File: config.mk
export PLATFORM = sky130hd
export DESIGN_NAME = mtl_panel_sequencer
export DESIGN_NICKNAME = d
export VERILOG_FILES = /design/src/rtl/mtl_panel_pkg.sv /design/src/rtl/mtl_panel_sequencer_pwm.sv /design/src/rtl/mtl_panel_sequencer.sv
export SDC_FILE = /design/constraint.sdc
export NUM_CORES = 1
export LEC_CHECK = 0
export ABC_CLOCK_PERIOD_IN_PS = 2900
export CORE_MARGIN = 4
export CORE_UTILIZATION = 52
export CTS_CLUSTER_SIZE = 8
export DETAILED_ROUTE_END_ITERATION = 16
export HOLD_SLACK_MARGIN = 0.1
export PLACE_DENSITY = 0.7
export SLEW_MARGIN = 25
export SYNTH_ARGS = -nofsm -noshare
export SYNTH_HDL_FRONTEND = slang
export SYNTH_SLANG_ARGS = --single-unit
File: constraint.sdc
create_clock -name clk_50 -period 2.9 [get_ports clk_50]
set_input_delay 0.58 -clock clk_50 [delete_from_list [all_inputs] [get_ports clk_50]]
set_output_delay 0.58 -clock clk_50 [all_outputs]
set_load 0.05 [all_outputs]
File: src/rtl/mtl_panel_pkg.sv
// mtl_panel_pkg: shared definitions for the MTL2 panel sequencer.
//   - S_OFF..S_PWR_DN : 3-bit state encodings (also visible on state_o)
//   - state_t         : FSM state type built on those encodings
//   - PWM_W           : backlight PWM counter / level width
//   - ms2cyc()        : milliseconds -> clock cycles for a given clock rate
package mtl_panel_pkg;

  localparam logic [2:0] S_OFF     = 3'd0;
  localparam logic [2:0] S_PWR_UP  = 3'd1;
  localparam logic [2:0] S_RST_REL = 3'd2;
  localparam logic [2:0] S_VID_ON  = 3'd3;
  localparam logic [2:0] S_BL_ON   = 3'd4;
  localparam logic [2:0] S_BL_OFF  = 3'd5;
  localparam logic [2:0] S_VID_OFF = 3'd6;
  localparam logic [2:0] S_PWR_DN  = 3'd7;

  typedef enum logic [2:0] {
    ST_OFF     = S_OFF,
    ST_PWR_UP  = S_PWR_UP,
    ST_RST_REL = S_RST_REL,
    ST_VID_ON  = S_VID_ON,
    ST_BL_ON   = S_BL_ON,
    ST_BL_OFF  = S_BL_OFF,
    ST_VID_OFF = S_VID_OFF,
    ST_PWR_DN  = S_PWR_DN
  } state_t;

  localparam int unsigned PWM_W = 8;

  function automatic logic [31:0] ms2cyc(input int unsigned ms, input int unsigned clk_hz);
    return 32'(ms * (clk_hz / 1000));
  endfunction

endpackage

File: src/rtl/mtl_panel_sequencer_pwm.sv
// mtl_bl_pwm: backlight PWM generator for LCD_DIM.
//   Prescaler counts 0..PWM_PRESCALE-1; the 8-bit period counter advances on
//   each prescaler wrap. The effective level is only updated when the period
//   counter wraps 255->0, so a period never mixes two duty values.
//   Optional feature macro: MTL_BL_SOFT_RAMP_EN -- the effective level steps
//   by +/-1 per period toward 'level' and is held at 0 while 'en' is low.
// Ports:
//   clk_50      in   system clock
//   reset_n     in   synchronous active-low reset
//   en          in   output enable (registered by the caller)
//   level       in   requested duty, duty = level/256
//   dim         out  PWM output, gated by en
//   period_end  out  high for the cycle in which the period counter wraps
//   at_zero     out  effective level is 0
module mtl_bl_pwm
  import mtl_panel_pkg::*;
#(
  parameter int unsigned PWM_PRESCALE = 10
) (
  input  logic             clk_50,
  input  logic             reset_n,
  input  logic             en,
  input  logic [PWM_W-1:0] level,
  output logic             dim,
  output logic             period_end,
  output logic             at_zero
);

  localparam int unsigned PRE_W = (PWM_PRESCALE > 1) ? $clog2(PWM_PRESCALE) : 1;

  logic [PRE_W-1:0] r_pre;
  logic [PWM_W-1:0] r_pcnt;
  logic [PWM_W-1:0] r_lvl;
  logic             r_raw;

  logic             w_tick;
  logic             w_wrap;
  logic [PRE_W-1:0] w_pre_nxt;
  logic [PWM_W-1:0] w_pcnt_nxt;
  logic [PWM_W-1:0] w_lvl_nxt;

  assign w_tick = (r_pre == PRE_W'(PWM_PRESCALE - 1));
  assign w_wrap = w_tick && (r_pcnt == '1);

  always_comb begin
    w_pre_nxt  = w_tick ? '0 : r_pre + PRE_W'(1);
    w_pcnt_nxt = w_tick ? r_pcnt + PWM_W'(1) : r_pcnt;
    w_lvl_nxt  = r_lvl;
`ifdef MTL_BL_SOFT_RAMP_EN
    if (!en) begin
      w_lvl_nxt = '0;
    end else if (w_wrap) begin
      if (r_lvl < level)      w_lvl_nxt = r_lvl + PWM_W'(1);
      else if (r_lvl > level) w_lvl_nxt = r_lvl - PWM_W'(1);
    end
`else
    if (w_wrap) w_lvl_nxt = level;
`endif
  end

  always_ff @(posedge clk_50) begin
    if (!reset_n) begin
      r_pre  <= '0;
      r_pcnt <= '0;
      r_lvl  <= '0;
      r_raw  <= 1'b0;
    end else begin
      r_pre  <= w_pre_nxt;
      r_pcnt <= w_pcnt_nxt;
      r_lvl  <= w_lvl_nxt;
      // Compare on the next-state values so r_raw always matches the
      // counter/level pair now held in the registers.
      r_raw  <= (w_pcnt_nxt < w_lvl_nxt);
    end
  end

  assign dim        = en & r_raw;
  assign period_end = w_wrap;
  assign at_zero    = (r_lvl == '0);

endmodule

File: src/rtl/mtl_panel_sequencer.sv
// mtl_panel_sequencer: power / reset / backlight sequencer for the MTL2 LCD.
//   Bring-up order: power -> reset release -> video enable -> backlight,
//   teardown in reverse. Each timed state dwells exactly T_x ms.
//   Optional feature macro: MTL_BL_SOFT_RAMP_EN -- backlight ramps up on
//   BL_ON entry and ramps down to 0 in BL_OFF before its dwell starts.
// Ports:
//   clk_50         in   system clock
//   reset_n        in   synchronous active-low reset
//   panel_en       in   level request: 1 = panel on
//   vid_locked     in   video PLL locked / pixel clock valid
//   bl_level[7:0]  in   backlight duty request
//   lcd_power_ctl  out  panel supply enable
//   lcd_rstb       out  panel reset, active low
//   lcd_dim        out  backlight PWM
//   video_gate     out  1 = drive LCD sync/data
//   panel_ready    out  1 only in BL_ON
//   fault          out  sticky: vid_locked dropped while video was gated on
//   state_o[2:0]   out  current state encoding
module mtl_panel_sequencer
  import mtl_panel_pkg::*;
#(
  parameter int unsigned CLK_HZ       = 50_000_000,
  parameter int unsigned T_PWR_MS     = 20,
  parameter int unsigned T_RST_MS     = 10,
  parameter int unsigned T_VID_MS     = 50,
  parameter int unsigned PWM_PRESCALE = 10
) (
  input  logic       clk_50,
  input  logic       reset_n,
  input  logic       panel_en,
  input  logic       vid_locked,
  input  logic [7:0] bl_level,
  output logic       lcd_power_ctl,
  output logic       lcd_rstb,
  output logic       lcd_dim,
  output logic       video_gate,
  output logic       panel_ready,
  output logic       fault,
  output logic [2:0] state_o
);

  // Timer reload values: a state entered with N-1 leaves after N cycles.
  localparam logic [31:0] L_PWR = ms2cyc(T_PWR_MS, CLK_HZ) - 32'd1;
  localparam logic [31:0] L_RST = ms2cyc(T_RST_MS, CLK_HZ) - 32'd1;
  localparam logic [31:0] L_VID = ms2cyc(T_VID_MS, CLK_HZ) - 32'd1;

  state_t      r_state;
  logic [31:0] r_timer;
  logic        r_pwr;
  logic        r_rstb;
  logic        r_gate;
  logic        r_ready;
  logic        r_fault;
  logic        r_dim_en;
  logic        r_bl_ramp;

  logic        w_abort;
  logic        w_tdone;
  logic [7:0]  w_level;
  logic        w_dim;
  logic        w_period_end;
  logic        w_at_zero;
  logic        w_pwm_frame_unused;

  assign w_abort = !panel_en || !vid_locked;
  assign w_tdone = (r_timer == 32'd0);
  // Outside BL_ON the requested level is 0, which is what the ramp-down aims for.
  assign w_level = (r_state == ST_BL_ON) ? bl_level : 8'd0;

  // The sequencer has no use for the PWM frame strobe.
  assign w_pwm_frame_unused = w_period_end;

  mtl_bl_pwm #(.PWM_PRESCALE(PWM_PRESCALE)) u_pwm (
    .clk_50     (clk_50),
    .reset_n    (reset_n),
    .en         (r_dim_en),
    .level      (w_level),
    .dim        (w_dim),
    .period_end (w_period_end),
    .at_zero    (w_at_zero)
  );

  always_ff @(posedge clk_50) begin
    if (!reset_n) begin
      r_state   <= ST_OFF;
      r_timer   <= 32'd0;
      r_pwr     <= 1'b0;
      r_rstb    <= 1'b0;
      r_gate    <= 1'b0;
      r_ready   <= 1'b0;
      r_fault   <= 1'b0;
      r_dim_en  <= 1'b0;
      r_bl_ramp <= 1'b0;
    end else begin
      if (!vid_locked && r_gate) r_fault <= 1'b1;
      if (!w_tdone) r_timer <= r_timer - 32'd1;

      // Abort checks precede timer expiry so an abort wins a same-cycle tie.
      case (r_state)
        ST_OFF: begin
          if (!panel_en) begin
            r_fault <= 1'b0;
          end else if (vid_locked && !r_fault) begin
            r_state <= ST_PWR_UP;
            r_pwr   <= 1'b1;
            r_timer <= L_PWR;
          end
        end
        ST_PWR_UP: begin
          if (w_abort) begin
            r_state <= ST_PWR_DN;
            r_pwr   <= 1'b0;
            r_timer <= L_PWR;
          end else if (w_tdone) begin
            r_state <= ST_RST_REL;
            r_rstb  <= 1'b1;
            r_timer <= L_RST;
          end
        end
        ST_RST_REL: begin
          if (w_abort) begin
            r_state <= ST_PWR_DN;
            r_pwr   <= 1'b0;
            r_rstb  <= 1'b0;
            r_timer <= L_PWR;
          end else if (w_tdone) begin
            r_state <= ST_VID_ON;
            r_gate  <= 1'b1;
            r_timer <= L_VID;
          end
        end
        ST_VID_ON: begin
          if (w_abort) begin
            r_state <= ST_VID_OFF;
            r_gate  <= 1'b0;
            r_rstb  <= 1'b0;
            r_timer <= L_RST;
          end else if (w_tdone) begin
            r_state  <= ST_BL_ON;
            r_ready  <= 1'b1;
            r_dim_en <= 1'b1;
          end
        end
        ST_BL_ON: begin
          if (w_abort) begin
            r_state <= ST_BL_OFF;
            r_ready <= 1'b0;
`ifdef MTL_BL_SOFT_RAMP_EN
            // Already dark: skip the ramp and start the dwell straight away.
            if (w_at_zero) begin
              r_dim_en <= 1'b0;
              r_timer  <= L_VID;
            end else begin
              r_bl_ramp <= 1'b1;
            end
`else
            r_dim_en <= 1'b0;
            r_timer  <= L_VID;
`endif
          end
        end
        ST_BL_OFF: begin
          // During the ramp the PWM stays live and the timer idles at 0.
          if (r_bl_ramp) begin
            if (w_at_zero) begin
              r_bl_ramp <= 1'b0;
              r_dim_en  <= 1'b0;
              r_timer   <= L_VID;
            end
          end else if (w_tdone) begin
            r_state <= ST_VID_OFF;
            r_gate  <= 1'b0;
            r_rstb  <= 1'b0;
            r_timer <= L_RST;
          end
        end
        ST_VID_OFF: begin
          if (w_tdone) begin
            r_state <= ST_PWR_DN;
            r_pwr   <= 1'b0;
            r_timer <= L_PWR;
          end
        end
        ST_PWR_DN: begin
          if (w_tdone) r_state <= ST_OFF;
        end
        default: r_state <= ST_OFF;
      endcase
    end
  end

  assign lcd_power_ctl = r_pwr;
  assign lcd_rstb      = r_rstb;
  assign video_gate    = r_gate;
  assign panel_ready   = r_ready;
  assign fault         = r_fault;
  assign state_o       = r_state;
  // AND of two registers: r_dim_en and the PWM compare flop.
  assign lcd_dim       = w_dim;

endmodule

==> reports/metrics.yaml, run 1 <==
status:
  run_status: "finished, final reports clean"
pwr:
  share_seq_of_total_power_pct: 32.7
  comb_power_share_pct: 49.2
  power_density_nw_per_um2: 909
  ir_drop_mv: 0.574
  p_int_mw: 2.03
  p_clk_share_pct: 18.1
  p_leak_nw: 1.56
  p_sw_mw: 1.59
  p_sw_share_pct: 43.9
placed_design:
  placed_area_um2: 3810
  io_buffer_count: 20
  place.gp.congestion: 0.943
  place_hpwl_mm: 5.95
sta:
  drv_slew: 0
  final.min_clock_period_ps: 2710
  worst_pin_slew_ps: 634
  fin_tns_setup_ps: 0
  finalCritPeriodShare_pct: 93.3
  setup_viol: 0
  hold_violations: 0
  whs_ps: 479
  timing.slew.headroom_pct: 57.3
  fmax_ghz: 0.370
  rsz0062_at_grt: "no"
  finClkSkew_ps: 7.62
global_route:
  track_usage_pct: 22.3
  grt.overflow.total: 0
  grt_pass1_vias: 2938
  grt_max_degree: 29
  antenna_found_initial: 0
  grt_pass1_wl_mm: 13.8
die:
  dieArea_um2: 8000
  io_pins: 21
  die_w_um: 89.4
  std_cell_rows: 29
  core_area_um2: 6390
  start_util_pct: 54.0
  die_y_um: 89.4
setup_path:
  startpoint_type: "flop"
  path_cells: "or4_1 > or3b_1 > nor3_4 > inv_2 > ha_4 > nor2b_1 > o21ai_0 > o32ai_1 > a211oi_1 > nor2_1"
  end_kind: "flop"
  worstPathRequired_ps: 3130
  crit_type: "flop to flop"
  cpPeakStageDelay_ps: 540
  worstPathMaxFanout: 7
  critical_path_buf_inv_count: 1
  arrival_ps: 2930
  regToRegSetupSlack_ps: 190
  slowest_stage: "or4_1"
  path_delay_family: "simple AND/OR/NAND/NOR gates"
job:
  maxCapViolCount: 0
detailed_routing:
  wl_met2_mm: 3.71
  drcViolationCount: 0
  met1_length_mm: 3.95
  routed_wl_mm: 8.25
  wl_per_cell_um: 15.3
  routed_via_density: 5.88
  vias: 3171
  wl_met3_um: 410
  ant_nets: 0
  dr.pass1.iters: 5
  dr.max_layer_used: "met4"
  drt_iter0_drc: 153
final_layout:
  layout_common_cells: "dfxtp_1 (63), nor2_1 (62), a21oi_1 (37), nor3_1 (22)"
  final_cell_area_um2: 3990
  final_nets: 482
  area_growth_pct: 15.7
  fin_util_pct: 62.5
  layout-drive-gt1-share_pct: 10.2
  antenna_cells: 0
  final_common_cell: "dfxtp_1"
synthesis:
  synth_xor_area_share_pct: 8.38
  yosysTopAreaCellShare_pct: 36.6
  synthesis.nets: 454
  synthSimpleGateAreaFrac_pct: 27.0
  synth_area_leaders: "dfxtp_1 (37%), nor2_1 (6.9%), a21oi_1 (5.4%)"
  ys_ff_latch: 63
  yosysUniqueCellTypes: 53
  synth_top_family_by_area: "simple AND/OR/NAND/NOR gates"
  synth_cells: 429
  synth_compound_area_share_pct: 18.9
  synthArstFlopShare_pct: 0
  syn_area_um2: 3450
  synth_edf_count: 0
  synth_ff_type: "dfxtp_1"
  yosysSeqAreaShare_pct: 36.6
  synthAdderAreaFrac_pct: 4.72
  synthMuxAreaShare_pct: 0.290
  synth.avg_cell_area_um2: 8.04
  yosysWarnings: 0
  synth_area_leader_cell: "dfxtp_1"
cts:
  cts.sinks: 63
  htree_levels: 3
  clk_latency_ps: 340
  hold_buffers: 0
  numCtsBuffers: 9
  cts_setup_buffers: 0
  clk_pin_slew_worst_paths_ps: 70
  cts_root_buf: "clkbuf_8"
  cts_tree: "done"
  clockBufferDepth: 2
min_path:
  hold_path_class: "flop to flop"
-- worst register-to-register path: cells and delay by family, from the launching register on --
kind / cells / cell delay [ps]
fa+ha+maj: 1 / 220
simple gates: 5 / 1460
flops: 1 / 340
compound gates: 3 / 500
buf+inv: 1 / 70
-- what timing repair did --
| action | in CTS | in global routing |
|---|---|---|
| hold endpoints to repair | 0 | 0 |
| setup endpoints to repair | 0 | 4 |
| gates resized for setup | 0 | 6 |
-- final timing paths --
kind | from | endpoint | depth (start not counted)
max | r_timer[16] | r_timer[0] | 10
min | u_pwm.r_pre[0] | u_pwm.r_pre[0] | 1
max reg2reg | r_timer[16] | r_timer[0] | 10
min reg2reg | u_pwm.r_pre[0] | u_pwm.r_pre[0] | 1
-- power groups by stage --
stage	combinational (mW)	sequential, mW	clock [mW]
final	1.78	1.19	0.657
after global routing	1.97	1.22	0.715
after CTS	1.76	1.18	0.668
after detailed placement	1.75	1.20	0
after global placement	1.72	1.20	0
after floorplan	1.22	1.26	0
-- through the flow --
step	worst slack, ps	std cells	power, mW
2_1_floorplan	0.201	429	2.48
3_3_place_gp	217	523	2.92
3_5_place_dp	70.9	523	2.95
4_1_cts	33.8	539	3.61
5_1_grt	66.1	539	3.90
6_report	195	539	3.63
-- routing by layer --
metal	vias up	track usage (%)
met1	1480	30.2
met4	0	8.80
met5	-	0
li1	1587	-
met3	21	4.06
met2	83	35.2
-- cells in the mapped netlist, drive strengths merged, types with 3 or more instances --
library cell,number
o31ai,5
inv,13
a31oi,7
and4,3
nand2b,5
nor4,11
xor2,12
nand2,21
a21o,7
clkbuf,18
and2,10
or4,5
o21ai,18
a211oi,6
nor2,63
dfxtp,63
and3,8
nor3,23
a21oi,37
or3,9
nand4,5
ha,13
nor2b,4
xnor2,21
nand3,8
o211ai,4
buf,4
-- logic make-up after synthesis --
kind of cell	after synthesis
compound gates	102
xor+xnor	33
fa+ha+maj	13
buf+inv	35
flops	63
mux	1
simple gates	182
-- sequential cells by signal, summed over array words and instances (netlist names) --
signal and count:
lcd_rstb 1, r_timer 32, lcd_power_ctl 1, u_pwm.r_lvl 8, state_o 3, video_gate 1, panel_ready 1, u_pwm.r_pre 4
u_pwm.r_raw 1, u_pwm.r_pcnt 8, r_bl_ramp 1, fault 1, r_dim_en 1
-- layout make-up --
class / instances / area [um2]
inverter: 13 / 48.8
fill: 595 / 2390
timing repair buffer: 39 / 343
clock inverter: 6 / 37.5
sequential: 63 / 1260
clock buffer: 10 / 128
tap: 77 / 96.3
multi-input combinational: 331 / 2080
Note: power is estimated with default switching activity, not from simulation.
==> run 2: changes to the inputs <==
--- a/config.mk
+++ b/config.mk
@@ -5,13 +5,13 @@
 export SDC_FILE = /design/constraint.sdc
 export NUM_CORES = 1
 export LEC_CHECK = 0
-export ABC_CLOCK_PERIOD_IN_PS = 2900
+export ABC_CLOCK_PERIOD_IN_PS = 3280
 export CORE_MARGIN = 4
 export CORE_UTILIZATION = 52
 export CTS_CLUSTER_SIZE = 8
 export DETAILED_ROUTE_END_ITERATION = 16
 export HOLD_SLACK_MARGIN = 0.1
-export PLACE_DENSITY = 0.7
+export PLACE_DENSITY_LB_ADDON = 0.2
 export SLEW_MARGIN = 25
 export SYNTH_ARGS = -nofsm -noshare
 export SYNTH_HDL_FRONTEND = slang
==> constraint.sdc (replaced) <==
create_clock -name clk_50 -period 3.28 [get_ports clk_50]
set_input_delay 0.656 -clock clk_50 [delete_from_list [all_inputs] [get_ports clk_50]]
set_output_delay 0.656 -clock clk_50 [all_outputs]
set_load 0.05 [all_outputs]
==> reports/metrics.yaml, run 2 (synthesized netlist as in run 1, its figures left out) <==
detailed_routing:
  ant_nets: 0  # unchanged
  dr.pass1.iters: 4  # -1
  routed_via_density: 5.93  # +0.77%
  drt_iter0_drc: 233  # +52%
  wl_per_cell_um: 15.5  # +1.2%
  vias: 3148  # -0.73%
  drcViolationCount: 0  # unchanged
  routed_wl_mm: 8.22  # -0.34%
setup_path:
  path_delay_family: "simple AND/OR/NAND/NOR gates"
  regToRegSetupSlack_ps: 410  # +220 ps
  crit_type: "flop to flop"
  rr_worst_depth: 10  # unchanged
  critical_path_depth: 10  # unchanged
  slowest_stage: "or4_1"
  end_kind: "flop"
  path_cells: "or4_1 > or3b_1 > nor3_4 > inv_2 > ha_1 > nor2b_1 > o21ai_0 > o32ai_1 > a211oi_1 > nor2_1"
  crit_start: "r_timer[16]"
  critical_path_buf_inv_count: 1  # unchanged
  worstPathMaxFanout: 13  # +6
  cpPeakStageDelay_ps: 540  # about the same
  startpoint_type: "flop"
  arrival_ps: 3070  # +140 ps
  worstPathRequired_ps: 3480  # +350 ps
  r2r_start: "r_timer[16]"
  r2r-end: "r_timer[0]"
cts:
  clk_pin_slew_worst_paths_ps: 70  # about the same
  numCtsBuffers: 9  # unchanged
  cts_tree: "done"
  clockBufferDepth: 2  # unchanged
  cts_root_buf: "clkbuf_8"
  hold_buffers: 0  # unchanged
  clk_latency_ps: 330  # about the same
  htree_levels: 3  # unchanged
  cts.sinks: 63  # unchanged
sta:
  rsz0062_at_grt: "no"
  timing.slew.headroom_pct: 56.4  # -0.95 points
  fmax_ghz: 0.349  # -5.6%
  final.min_clock_period_ps: 2870  # +161 ps
  hold_violations: 0  # unchanged
  whs_ps: 467  # -12.2 ps
  finClkSkew_ps: 4.72  # -2.90 ps
  drv_slew: 0  # unchanged
  fin_tns_setup_ps: 0  # unchanged
  worst_pin_slew_ps: 646  # +11.9 ps
  setup_viol: 0  # unchanged
  finalCritPeriodShare_pct: 87.4  # -5.9 points
final_layout:
  fin_util_pct: 61.8  # -0.72 points
  final_cell_area_um2: 3950  # -1.2%
  layout_common_cells: "nor2_1 (63), dfxtp_1 (63), a21oi_1 (37)"
  area_growth_pct: 14.4
  regMostFlops: "r_timer"
  stdcell_count: 531  # -1.5%
  largest_register_ffs: 32  # unchanged
  antenna_cells: 0  # unchanged
  final_nets: 475  # -1.5%
  layout-drive-gt1-share_pct: 7.71  # -2.5 points
  reg_top3: "r_timer: 32 flops, u_pwm.r_lvl: 8 flops, u_pwm.r_pcnt: 8 flops"
die:
  std_cell_rows: 29  # unchanged
  start_util_pct: 54.0  # unchanged
  dieArea_um2: 8000  # unchanged
  die_y_um: 89.4  # unchanged
  core_area_um2: 6390  # unchanged
  io_pins: 21  # unchanged
  die_w_um: 89.4  # unchanged
global_route:
  grt_pass1_vias: 2944  # +0.20%
  grt_pass1_wl_mm: 14.0  # +1.3%
  antenna_found_initial: 0  # unchanged
  track_usage_pct: 22.5  # +0.15 points
  grt_max_degree: 27  # -6.9%
  grt.overflow.total: 0  # unchanged
placed_design:
  place_inst: 516  # -1.3%
  io_buffer_count: 20  # unchanged
  place_hpwl_mm: 5.84  # -2.0%
  place.gp.congestion: 0.932  # -1.2%
  placed_area_um2: 3740  # -1.7%
min_path:
  hold_path_class: "flop to flop"
  worstHoldStart: "u_pwm.r_pre[0]"
  whs_endpoint: "u_pwm.r_pre[0]"
  whs_path_depth: 1  # unchanged
job:
  maxCapViolCount: 0  # unchanged
status:
  run_status: "finished, final reports clean"
pwr:
  p_leak_nw: 1.54  # -0.92%
  ir_drop_mv: 0.604  # +5.2%
  power_density_nw_per_um2: 826  # -9.1%
==> run 2: cell types whose count changed in the layout (fill, tap and decap cells not counted), sizes merged <==
cell / previous run / this run
buf: 19 / 12
clkbuf: 10 / 12
clkinv: 3 / 1
clkinvlp: 3 / 1
bufinv: 0 / 1
==> run 2: metrics by stage <==
| step | setup slack (ps) | power, mW |
|---|---|---|
| final | 414 | 3.26 |
| after detailed placement | 344 | 2.56 |
| after global routing | 26.6 | 3.51 |
| after floorplan | 330 | 2.16 |
| after CTS | 305 | 3.25 |
| after global placement | 362 | 2.54 |
==> run 2: area by class of cell <==
class | count | area (um2)
inverter | 13 | 48.8
timing repair buffer | 32 | 290
fill | 578 | 2440
tap | 77 | 96.3
sequential | 63 | 1260
clock buffer | 12 | 155
clock inverter | 3 | 42.5
multi-input combinational | 331 | 2050
==> run 2: repair_timing <==
item	4_1_cts	5_1_grt
endpoints found under the setup margin	0	1
resized for setup	0	1
setup buffers	0	0
hold endpoints to repair	0	0
==> run 2: routing by layer <==
| layer | GRT usage, % | routed length (um) | up-vias |
|---|---|---|---|
| met2 | 35.8 | 3820 | 98 |
| met1 | 31.1 | 3860 | 1465 |
| met4 | 5.41 | 90 | 0 |
| met5 | 0 | 0 | - |
| li1 | - | - | 1574 |
| met3 | 4.79 | 452 | 11 |
==> run 2: how the worst max path moves through the flow <==
stage                              to  slack (ps)
after floorplan            r_timer[0]         330
after global placement    u_pwm.r_raw         360
after detailed placement  u_pwm.r_raw         340
after CTS                 u_pwm.r_raw         310
after global routing      u_pwm.r_raw          30
final                      r_timer[0]         410
==> run 2: worst reg2reg max path, stage by stage (launching register included) <==
cell and delay [ps]:
dfxtp_1 340, or4_1 540, or3b_1 510, nor3_4 190
inv_2 150, ha_1 350, nor2b_1 140, o21ai_0 150
o32ai_1 100, a211oi_1 230, nor2_1 50
==> run 2: report_power, final <==
group	leakage (nW)	total, mW	switching (mW)	internal, mW
Combinational	0.930	1.51	0.929	0.585
Clock	0.0985	0.677	0.290	0.387
Sequential	0.513	1.07	0.164	0.905
==> run 3: changes to the inputs <==
--- a/config.mk
+++ b/config.mk
@@ -7,7 +7,7 @@
 export LEC_CHECK = 0
 export ABC_CLOCK_PERIOD_IN_PS = 3280
 export CORE_MARGIN = 4
-export CORE_UTILIZATION = 52
+export CORE_UTILIZATION = 50
 export CTS_CLUSTER_SIZE = 8
 export DETAILED_ROUTE_END_ITERATION = 16
 export HOLD_SLACK_MARGIN = 0.1
==> reports/metrics.yaml, run 3 (synthesized netlist as in run 1, its figures left out) <==
global_route:
  grt_pass1_vias: 2972  # +0.95%
  antenna_found_initial: 0  # unchanged
  grt_max_degree: 27  # unchanged
  grt_pass1_wl_mm: 13.8  # -1.9%
  grt.overflow.total: 0  # unchanged
  track_usage_pct: 20.3  # -2.1 points
pwr:
  ir_drop_mv: 0.578  # -4.3%
  comb_power_share_pct: 47.0  # +0.6 points
  share_seq_of_total_power_pct: 32.2  # -0.6 points
  p_leak_nw: 1.54  # -0.19%
  p_sw_share_pct: 43.4  # +0.97 points
  p_sw_mw: 1.41  # +2.0%
  p_clk_share_pct: 20.8  # about the same
  power_density_nw_per_um2: 824  # -0.24%
  p_int_mw: 1.84  # -2.0%
setup_path:
  regToRegSetupSlack_ps: 240  # -170 ps
  end_kind: "flop"
  arrival_ps: 3270  # +200 ps
  startpoint_type: "flop"
  worstPathRequired_ps: 3510  # +30 ps
  rr_worst_depth: 9  # -1
  worstPathMaxFanout: 8  # -5
  crit_type: "flop to flop"
final_layout:
  final_cell_area_um2: 3940  # about the same
  layout-drive-gt1-share_pct: 7.91  # +0.20 points
  area_growth_pct: 14.3  # about the same
  final_nets: 475  # unchanged
  regMostFlops: "r_timer"
  largest_register_ffs: 32  # unchanged
  antenna_cells: 0  # unchanged
  reg_top3: "r_timer: 32 flops, u_pwm.r_lvl: 8 flops, u_pwm.r_pcnt: 8 flops"
  layout_common_cells: "nor2_1 (63), dfxtp_1 (63), a21oi_1 (37), nor3_1 (22)"
die:
  std_cell_rows: 30  # +3.4%
  die_w_um: 91.1  # +1.8%
  die_y_um: 91.1  # +1.8%
  dieArea_um2: 8290  # +3.6%
  core_area_um2: 6760  # +5.8%
  io_pins: 21  # unchanged
  start_util_pct: 51.1  # -3.0 points
placed_design:
  place_hpwl_mm: 5.74  # -1.6%
  placed_area_um2: 3750  # +0.10%
  place.gp.congestion: 0.912  # -2.1%
  io_buffer_count: 20  # unchanged
sta:
  setup_viol: 0  # unchanged
  timing.slew.headroom_pct: 48.8  # -7.6 points
  final.min_clock_period_ps: 3040  # +174 ps
  fmax_ghz: 0.329  # -5.7%
  worst_pin_slew_ps: 758  # +112 ps
  hold_violations: 0  # unchanged
  fin_tns_setup_ps: 0  # unchanged
  rsz0062_at_grt: "no"
  finalCritPeriodShare_pct: 92.7  # +5.3 points
  finClkSkew_ps: 11.5  # +6.80 ps
  drv_slew: 0  # unchanged
cts:
  cts_root_buf: "clkbuf_8"
  clockBufferDepth: 2  # unchanged
  numCtsBuffers: 9  # unchanged
  cts_setup_buffers: 0  # unchanged
  cts_tree: "done"
  hold_buffers: 0  # unchanged
  htree_levels: 3  # unchanged
  cts_repair_resize_count: 0  # unchanged
  clk_latency_ps: 350  # +20 ps
  clk_pin_slew_worst_paths_ps: 80  # about the same
  cts.sinks: 63  # unchanged
status:
  run_status: "finished, final reports clean"
detailed_routing:
  wl_per_cell_um: 15.0  # -2.8%
  ant_nets: 0  # unchanged
  drcViolationCount: 0  # unchanged
  routed_wl_mm: 8.05  # -2.0%
  drt_iter0_drc: 152  # -35%
  dr.pass1.iters: 5  # +1
  vias: 3145  # -0.095%
  routed_via_density: 5.88  # -0.84%
min_path:
  whs_path_depth: 1  # unchanged
  hold_path_class: "flop to flop"
job:
  maxCapViolCount: 0  # unchanged
## run 3: cell types whose count changed in the layout (fill, tap and decap cells not counted), sizes merged
cell,delta
clkbuf,-3
clkinv,+2
clkinvlp,+1
inv,+1
## run 3: final cells by class
type,instances,area [um2]
inverter,13,48.8
sequential,63,1260
tap,80,100
timing repair buffer,32,290
multi-input combinational,331,2050
fill,640,2810
clock inverter,7,72.6
clock buffer,9,124
## run 3: routing by layer
layer / up-vias / share of wire, % / GRT usage, %
li1: 1571 / - / -
met1: 1466 / 47 / 27.1
met2: 95 / 46 / 32.4
met3: 13 / 5.1 / 4.56
met4: 0 / 1.6 / 7.16
met5: - / 0 / 0
## run 3: worst max-delay path: stages, from the launching register on
cell and delay (ps):
dfxtp_1 390, ha_1 200, nand3b_1 280, nor3_1 610, and3_1 260, a21oi_1 70
ha_1 330, a21o_1 180, a21o_1 170, a2111oi_0 420
## run 3: power groups by stage
stage               Sequential [mW]  Clock [mW]  Combinational [mW]
floorplan                      1.11           0                1.05
global placement               1.05           0                1.49
detailed placement             1.06           0                1.50
CTS                            1.04       0.695                1.51
global route                   1.07       0.726                1.69
finish                         1.05       0.676                1.53
## run 3: worst paths after layout
kind | end | from
setup / recovery | u_pwm.r_raw | u_pwm.r_pre[0]
hold / removal | u_pwm.r_pre[0] | u_pwm.r_pre[0]
setup reg to reg | u_pwm.r_raw | u_pwm.r_pre[0]
hold reg to reg | u_pwm.r_pre[0] | u_pwm.r_pre[0]
## run 3: through the flow
step / power (mW) / worst slack, ps / hold slack (ps) / std cells / utilization (%)
floorplan: 2.16 / 330 / 433 / 429 / -
global placement: 2.55 / 387 / 445 / 519 / 55.4
detailed placement: 2.56 / 259 / 480 / 519 / 55.4
CTS: 3.25 / 240 / 493 / 535 / 58.4
global route: 3.49 / 22.8 / 510 / 535 / 58.4
finish: 3.25 / 240 / 491 / 535 / 58.4
